--- src/rtl/mem_arbiter.sv ---
// Two-port to one-port memory arbiter with round-robin tie-break.
// The winning request is captured on grant so the downstream side never sees live port inputs.
module mem_arbiter #(
  parameter logic RR_INIT = 1'b0
) (
  input  logic        clk,
  input  logic        rst,
  input  logic [31:0] p0_addr,
  input  logic [3:0]  p0_rmask,
  input  logic [3:0]  p0_wmask,
  input  logic [31:0] p0_wdata,
  output logic [31:0] p0_rdata,
  output logic        p0_resp,
  input  logic [31:0] p1_addr,
  input  logic [3:0]  p1_rmask,
  input  logic [3:0]  p1_wmask,
  input  logic [31:0] p1_wdata,
  output logic [31:0] p1_rdata,
  output logic        p1_resp,
  output logic [31:0] mem_addr,
  output logic [3:0]  mem_rmask,
  output logic [3:0]  mem_wmask,
  output logic [31:0] mem_wdata,
  input  logic [31:0] mem_rdata,
  input  logic        mem_resp
);

  typedef enum logic [1:0] {
    IDLE = 2'd0,
    GNT0 = 2'd1,
    GNT1 = 2'd2
  } state_t;

  state_t      r_state;
  state_t      w_state_next;
  logic        r_rr_ptr;
  logic [31:0] r_addr;
  logic [3:0]  r_rmask;
  logic [3:0]  r_wmask;
  logic [31:0] r_wdata;

  logic w_req0;
  logic w_req1;
  logic w_grant;
  logic w_done;

  assign w_req0 = |(p0_rmask | p0_wmask);
  assign w_req1 = |(p1_rmask | p1_wmask);

  always_comb begin
    w_state_next = r_state;
    case (r_state)
      IDLE: begin
        if (w_req0 && w_req1) begin
          w_state_next = r_rr_ptr ? GNT1 : GNT0;
        end else if (w_req0) begin
          w_state_next = GNT0;
        end else if (w_req1) begin
          w_state_next = GNT1;
        end
      end
      GNT0, GNT1: begin
        if (mem_resp) begin
          w_state_next = IDLE;
        end
      end
      default: w_state_next = IDLE;
    endcase
  end

  assign w_grant = (r_state == GNT0) || (r_state == GNT1);
  assign w_done  = w_grant && mem_resp;

  always_ff @(posedge clk) begin
    if (rst) begin
      r_state  <= IDLE;
      r_rr_ptr <= RR_INIT;
      r_addr   <= '0;
      r_rmask  <= '0;
      r_wmask  <= '0;
      r_wdata  <= '0;
    end else begin
      r_state <= w_state_next;
      if (r_state == IDLE && w_state_next == GNT0) begin
        r_addr  <= p0_addr;
        r_rmask <= p0_rmask;
        r_wmask <= p0_wmask;
        r_wdata <= p0_wdata;
      end else if (r_state == IDLE && w_state_next == GNT1) begin
        r_addr  <= p1_addr;
        r_rmask <= p1_rmask;
        r_wmask <= p1_wmask;
        r_wdata <= p1_wdata;
      end
      // Favour the port that was not just served, even after a single-port grant.
      if (w_done) begin
        r_rr_ptr <= (r_state == GNT0);
      end
    end
  end

  assign mem_addr  = w_grant ? r_addr  : '0;
  assign mem_rmask = w_grant ? r_rmask : '0;
  assign mem_wmask = w_grant ? r_wmask : '0;
  assign mem_wdata = w_grant ? r_wdata : '0;

  // A reset asserted in the completing cycle aborts the transfer, so resp is masked by rst.
  assign p0_resp  = (r_state == GNT0) && mem_resp && !rst;
  assign p1_resp  = (r_state == GNT1) && mem_resp && !rst;
  assign p0_rdata = p0_resp ? mem_rdata : '0;
  assign p1_rdata = p1_resp ? mem_rdata : '0;

endmodule
--- config.mk ---
export PLATFORM = sky130hd
export DESIGN_NAME = mem_arbiter
export DESIGN_NICKNAME = d
export VERILOG_FILES = /design/src/rtl/mem_arbiter.sv
export SDC_FILE = /design/constraint.sdc
export NUM_CORES = 1
export LEC_CHECK = 0
export CAP_MARGIN = 10
export CORE_MARGIN = 3
export CORE_UTILIZATION = 25
export DETAILED_ROUTE_END_ITERATION = 6
export HOLD_SLACK_MARGIN = 0.12
export MAX_ROUTING_LAYER = met4
export PLACE_DENSITY = 0.7
export RECOVER_POWER = 25
export SETUP_SLACK_MARGIN = 0.2
export SKIP_LAST_GASP = 1
export SYNTH_ARGS = -nofsm -noshare
export SYNTH_HDL_FRONTEND = slang
export SYNTH_SLANG_ARGS = --single-unit
--- constraint.sdc ---
create_clock -name clk -period 2.26 [get_ports clk]
set_input_delay 0.452 -clock clk [delete_from_list [all_inputs] [get_ports clk]]
set_output_delay 0.452 -clock clk [all_outputs]
set_load 0.02 [all_outputs]
-- Word-level counts from Yosys, hierarchy flattened
Cells that the tools add are included.
- register bits: 75
- input port bits: 179
- output and inout port bits: 138
- word-level logic and storage cells: 47
- equality and inequality tests: 4
- mux-type cells: 20
- bitwise logic cells: 2
- reductions and logical operators: 15
- operator list (kind ; count):
    32-bit two-way mux ; 8
    4-bit two-way mux ; 6
    2-bit two-way mux ; 5
    1-bit logical AND ; 8
    4-bit OR ; 2
    4-bit OR reduction ; 2
    2-bit by 1-bit equality test with 1-bit output (second input constant) ; 2
    2-bit equality test (second input constant) ; 2
    2-bit one-hot mux with 2 select lines ; 1
    2-bit logical NOT ; 1
    2-bit nonzero test ; 1
    2-bit OR reduction ; 1
    1-bit logical NOT ; 1
    1-bit logical OR ; 1

-- Depth between registers and ports, before layout
- depth in word-level cells: 10
- mapped depth: 9
- depth with buffers taken out: 7

-- Worst setup path after synthesis
OpenSTA, ideal clock, no wires.
- kind: in2reg
- start: input port p1_wmask[0]
- end: register r_addr[0]
- setup time: 0.089 ns
- data arrival time: 2.289 ns
- data required time: 2.171 ns
- slack: -0.118 ns
- stages on the path: 8
- path buffers: 3
- path through: or4_1 > clkbuf_1 > o31ai_4 > a31oi_2 > or2_1 > buf_4 > buf_6 > a311oi_2
- word-level cells in the longest chain between the ends: 9
- elaborated cells on any way between the ends: 13
- ends and longest elaborated chain (what ; RTL line ; RTL):
    from (decl) ; 16 ; input logic [3:0] p1_wmask,
    4-bit OR * ; 48 ; assign w_req1 = |(p1_rmask | p1_wmask);
    4-bit OR reduction * ; 48 ;
    2-bit two-way mux ; 58 ; end else if (w_req1) begin
    2-bit two-way mux ; 56 ; end else if (w_req0) begin
    2-bit two-way mux * ; 54 ; if (w_req0 && w_req1) begin
    2-bit one-hot mux with 2 select lines * ; 52 ; case (r_state)
    2-bit by 1-bit equality test with 1-bit output / 2-bit equality test (equally long branches) ; 84, 89 ;
    1-bit logical AND, on equally long branches ; 84, 89 ;
    32-bit two-way mux / 2-bit nonzero test (equally long branches) ; n/a ;
    to (signal assigned) ; 85 ; r_addr <= p0_addr;
    to (signal assigned) ; 90 ; r_addr <= p1_addr;
    to (decl) ; 37 ; logic [31:0] r_addr;
Every way passes the cells marked *; elsewhere a longest branch is shown, timed or not.
A chain may end at the register's enable or synchronous reset.

-- Worst setup path after layout
- start: input port p1_wmask[3]
- end: register r_wdata[6]
- word-level cells in the longest chain between the ends: 9
- elaborated cells on any way between the ends: 13
- ends and longest elaborated chain (what ; RTL line ; RTL):
    4-bit OR * ; 48 ;
    4-bit OR reduction * ; 48 ;
    2-bit two-way mux ; 58 ;
    2-bit two-way mux ; 56 ;
    2-bit two-way mux * ; 54 ;
    2-bit one-hot mux with 2 select lines * ; 52 ;
    2-bit by 1-bit equality test with 1-bit output / 2-bit equality test (equally long branches) ; 84, 89 ;
    1-bit logical AND, on equally long branches ; 84, 89 ;
    32-bit two-way mux / 2-bit nonzero test (equally long branches) ; n/a ;
    to (signal assigned) ; 88 ; r_wdata <= p0_wdata;
    to (signal assigned) ; 93 ; r_wdata <= p1_wdata;
    to (decl) ; 40 ; logic [31:0] r_wdata;
Marked as above.

==> summary.txt <==
Run status
  – Status: finished with violations
  – Violated checks: negative setup slack

Detailed routing
  – 1st-iter DRT viols: 385
  – WL/cell: 23.85 um
  – DR vias/cell: 5.294
  – Final wirelength: 31.50 mm
  – Final ANT Viol Nets: 0
  – Vias: 6994
  – Pre-antenna DRT Iters: 5
  – DRC: 0

Timing
  – Min Tclk post-route: 2347 ps
  – Max frequency: 0.4261 GHz
  – Least-Margin Pin Slew: 755.0 ps
  – Layout Skew: 6.939 ps
  – Slew HR: 0.4967
  – Final worst path period share: 1.038
  – RSZ-0062 raised after global routing: yes
  – Setup ws final: -86.98 ps
  – Setup Viol. Count Final: 73
  – Hold Fails Final Rpt: 0
  – Final Max Tran Viols: 0

Finish
  – Number of non-filler instances in the completed layout: 1321
  – P&R area growth vs syn: 136.6%
  – Most frequent cells in the layout: clkdlybuf4s50_1 (160), buf_6 (156), and2_4 (126), dfxtp_1 (73), a311oi_2 (71)
  – Final #Nets: 1225
  – Final Util: 0.6098
  – Most common cell after layout, fill and taps aside: clkdlybuf4s50_1
  – Layout cells sized above 1: 0.5807
  – Final instance area: 0.01254 mm^2
  – Fill count: 1578

Place
  – Routability cong.: 0.8736
  – Post-DP HPWL: 16.98 mm
  – Placed insts: 1192
  – Port Buffers: 316
  – Post-DP Area: 0.009265 mm^2

Power
  – Pwr per Cell Area: 504.8 mW/mm^2
  – Leakage power: 4.907 nW
  – Peak supply drop: 353.4 uV
  – Power Total: 6.328 mW

Logic synthesis
  – Synth async-reset ratio: 0
  – Synthesized net count: 799
  – Warnings, synthesis: 0
  – Post-synthesis register bit count: 75
  – Largest family of logic cells by synthesized area: simple AND/OR/NAND/NOR gates
  – Synthesized area: 0.005299 mm^2
  – Mean post-synth cell area: 8.602 um^2
  – EDFF count, synth: 0
  – Post-Synth XOR/XNOR Area: 0
  – Compound-Gate Fraction of Synth Area: 0.2937
  – Simple-Gate Fraction of Synth Area: 0.3462
  – Synth Flop Type: dfxtp_1
  – Number of library cell types mapped by synthesis: 33
  – Synthesized instance count: 616
  – Seq/Total Area, Yosys: 0.2834
  – Mux share of post-synthesis cell area: 0
  – Post-synthesis adder-cell area fraction: 0.009445

Worst setup path
  – CP required: 2520 ps
  – WP data arrival: 2610 ps
  – Crit path max fanout: 8
  – Crit Path Class: in -> reg
  – Type of origin of the critical path: primary input
  – CP Capture Type: register

Die
  – Die Wd: 151.6 um
  – Core area: 0.02056 mm^2
  – Ports: 317
  – Initial Util: 0.2577
  – Die Span Y: 151.6 um
  – FP Rows: 52
  – Die area: 0.02298 mm^2

CTS
  – Clk sinks: 75
  – Maximum root-to-sink buffer count: 2
  – Root Buffer: clkbuf_16
  – TritonCTS Buffers: 9
  – Clock Latency Late Sink: 350 ps
  – Cts hold-fix bufs: 0
  – Htree depth: 3
  – Clock Pin Slew Worst Setup and Hold Paths: 70 ps
  – CTS tree: done

Global routing
  – Total grt overflow: 0
  – Global-route wire length before repair: 43.14 mm
  – Vias in the first global route: 7126
  – Antenna violations before repair: 3
  – Largest net degree at the start of global routing: 45
  – Total GRT Usage: 0.2551

Min path
  – Worst hold-check path type: in -> reg

Run
  – MaxCap Viol Count: 0
-- power by group --
group          switching (mW)  internal (mW)  leakage (nW)  total, mW
Sequential              0.100           1.51         0.625       1.61
Clock                   0.671          0.976         0.156       1.65
Combinational            1.31           1.77          4.13       3.07
-- cells by family (layout without fill, tap and decap cells) --
logic type | after synthesis | after routing
AO/OA/AOI/OAI | 160 | 160
adder cells (fa/ha/maj) | 4 | 4
buffers and inverters | 78 | 509
flip-flops | 75 | 75
other | 0 | 4
AND/OR/NAND/NOR | 299 | 299
-- path summary, 6_finish.rpt --
path,start,endpoint,slack [ps],cells after the start
min,p1_rmask[0],r_rmask[0]$_SDFFE_PP0P_,390,3
max,p1_wmask[3],r_wdata[6]$_SDFFE_PP0P_,-90,9
min reg2reg,r_wdata[10]$_SDFFE_PP0P_,r_wdata[10]$_SDFFE_PP0P_,520,2
max reg2reg,r_state[0]$_SDFF_PP0_,r_addr[26]$_SDFFE_PP0P_,-70,13
-- critical path: stages --
cell and delay [ps]:
buf_2 140, or4_4 610, o31ai_4 320, a31oi_4 130, or2_4 280, buf_12 150
buf_8 130, buf_16 140, a311oi_2 250
-- state kept, by name, indices dropped and copies added (netlist names) --
name,cells
r_wdata,32
r_wmask,4
r_state,2
r_addr,32
r_rmask,4
r_rr_ptr,1
-- repair_timing --
| action | 4_1_cts | 5_1_grt |
|---|---|---|
| gates resized for setup | 761 | 354 |
| gates cloned | 33 | 6 |
| setup buffers | 51 | 19 |
| endpoints found under the setup margin | 210 | 210 |
| pin swaps | 39 | 101 |
| endpoints found under the hold margin | 0 | 0 |
-- metrics by stage --
step	setup slack, ps	TNS, ps	hold slack (ps)
2_1_floorplan	-76.66	-5360	469.9
4_1_cts	-57.94	-852.1	378.7
5_1_grt	-158.0	-7000	390.1
6_report	-86.98	-2644	391.6
3_3_place_gp	-555.9	-54300	490.8
3_5_place_dp	-620.8	-58110	502.5
-- synth_stat cells (2+ instances only) --
cell	n	share of area
a21oi_1	5	0.0047
a311oi_1	2	0.0033
a311oi_2	70	0.20
and2_1	136	0.16
and3b_1	2	0.0033
buf_2	6	0.0057
buf_6	7	0.015
clkbuf_1	59	0.042
dfxtp_1	75	0.28
ha_1	4	0.0094
inv_1	4	0.0028
nand2_1	12	0.0085
nand3_1	4	0.0038
nand3b_1	64	0.091
nor3_1	72	0.068
nor4_1	2	0.0024
o21ai_0	75	0.071
or4_1	2	0.0028
-- final cells by class --
| type | instances | area [um^2] | area share |
|---|---|---|---|
| repair buffers | 489 | 6107 | 0.4871 |
| multi-input cells | 463 | 4233 | 0.3376 |
| flip-flops and latches | 75 | 1504 | 0.1200 |
| well taps | 270 | 337.8 | 0.02695 |
| clock buffers | 9 | 225.2 | 0.01796 |
| clock inverters | 7 | 102.6 | 0.008184 |
| inverters | 4 | 17.52 | 0.001397 |
| diodes | 4 | 10.01 | 0.0007984 |
-- per-layer routing --
metal / share of wire / global-route usage / vias to the layer above
li1: - / - / 3132
met1: 0.38 / 0.2848 / 3415
met2: 0.51 / 0.4494 / 368
met3: 0.076 / 0.05413 / 79
met4: 0.035 / 0.09254 / 0
met5: 0 / - / -
No activity file was read; power rests on OpenSTA's default activity.
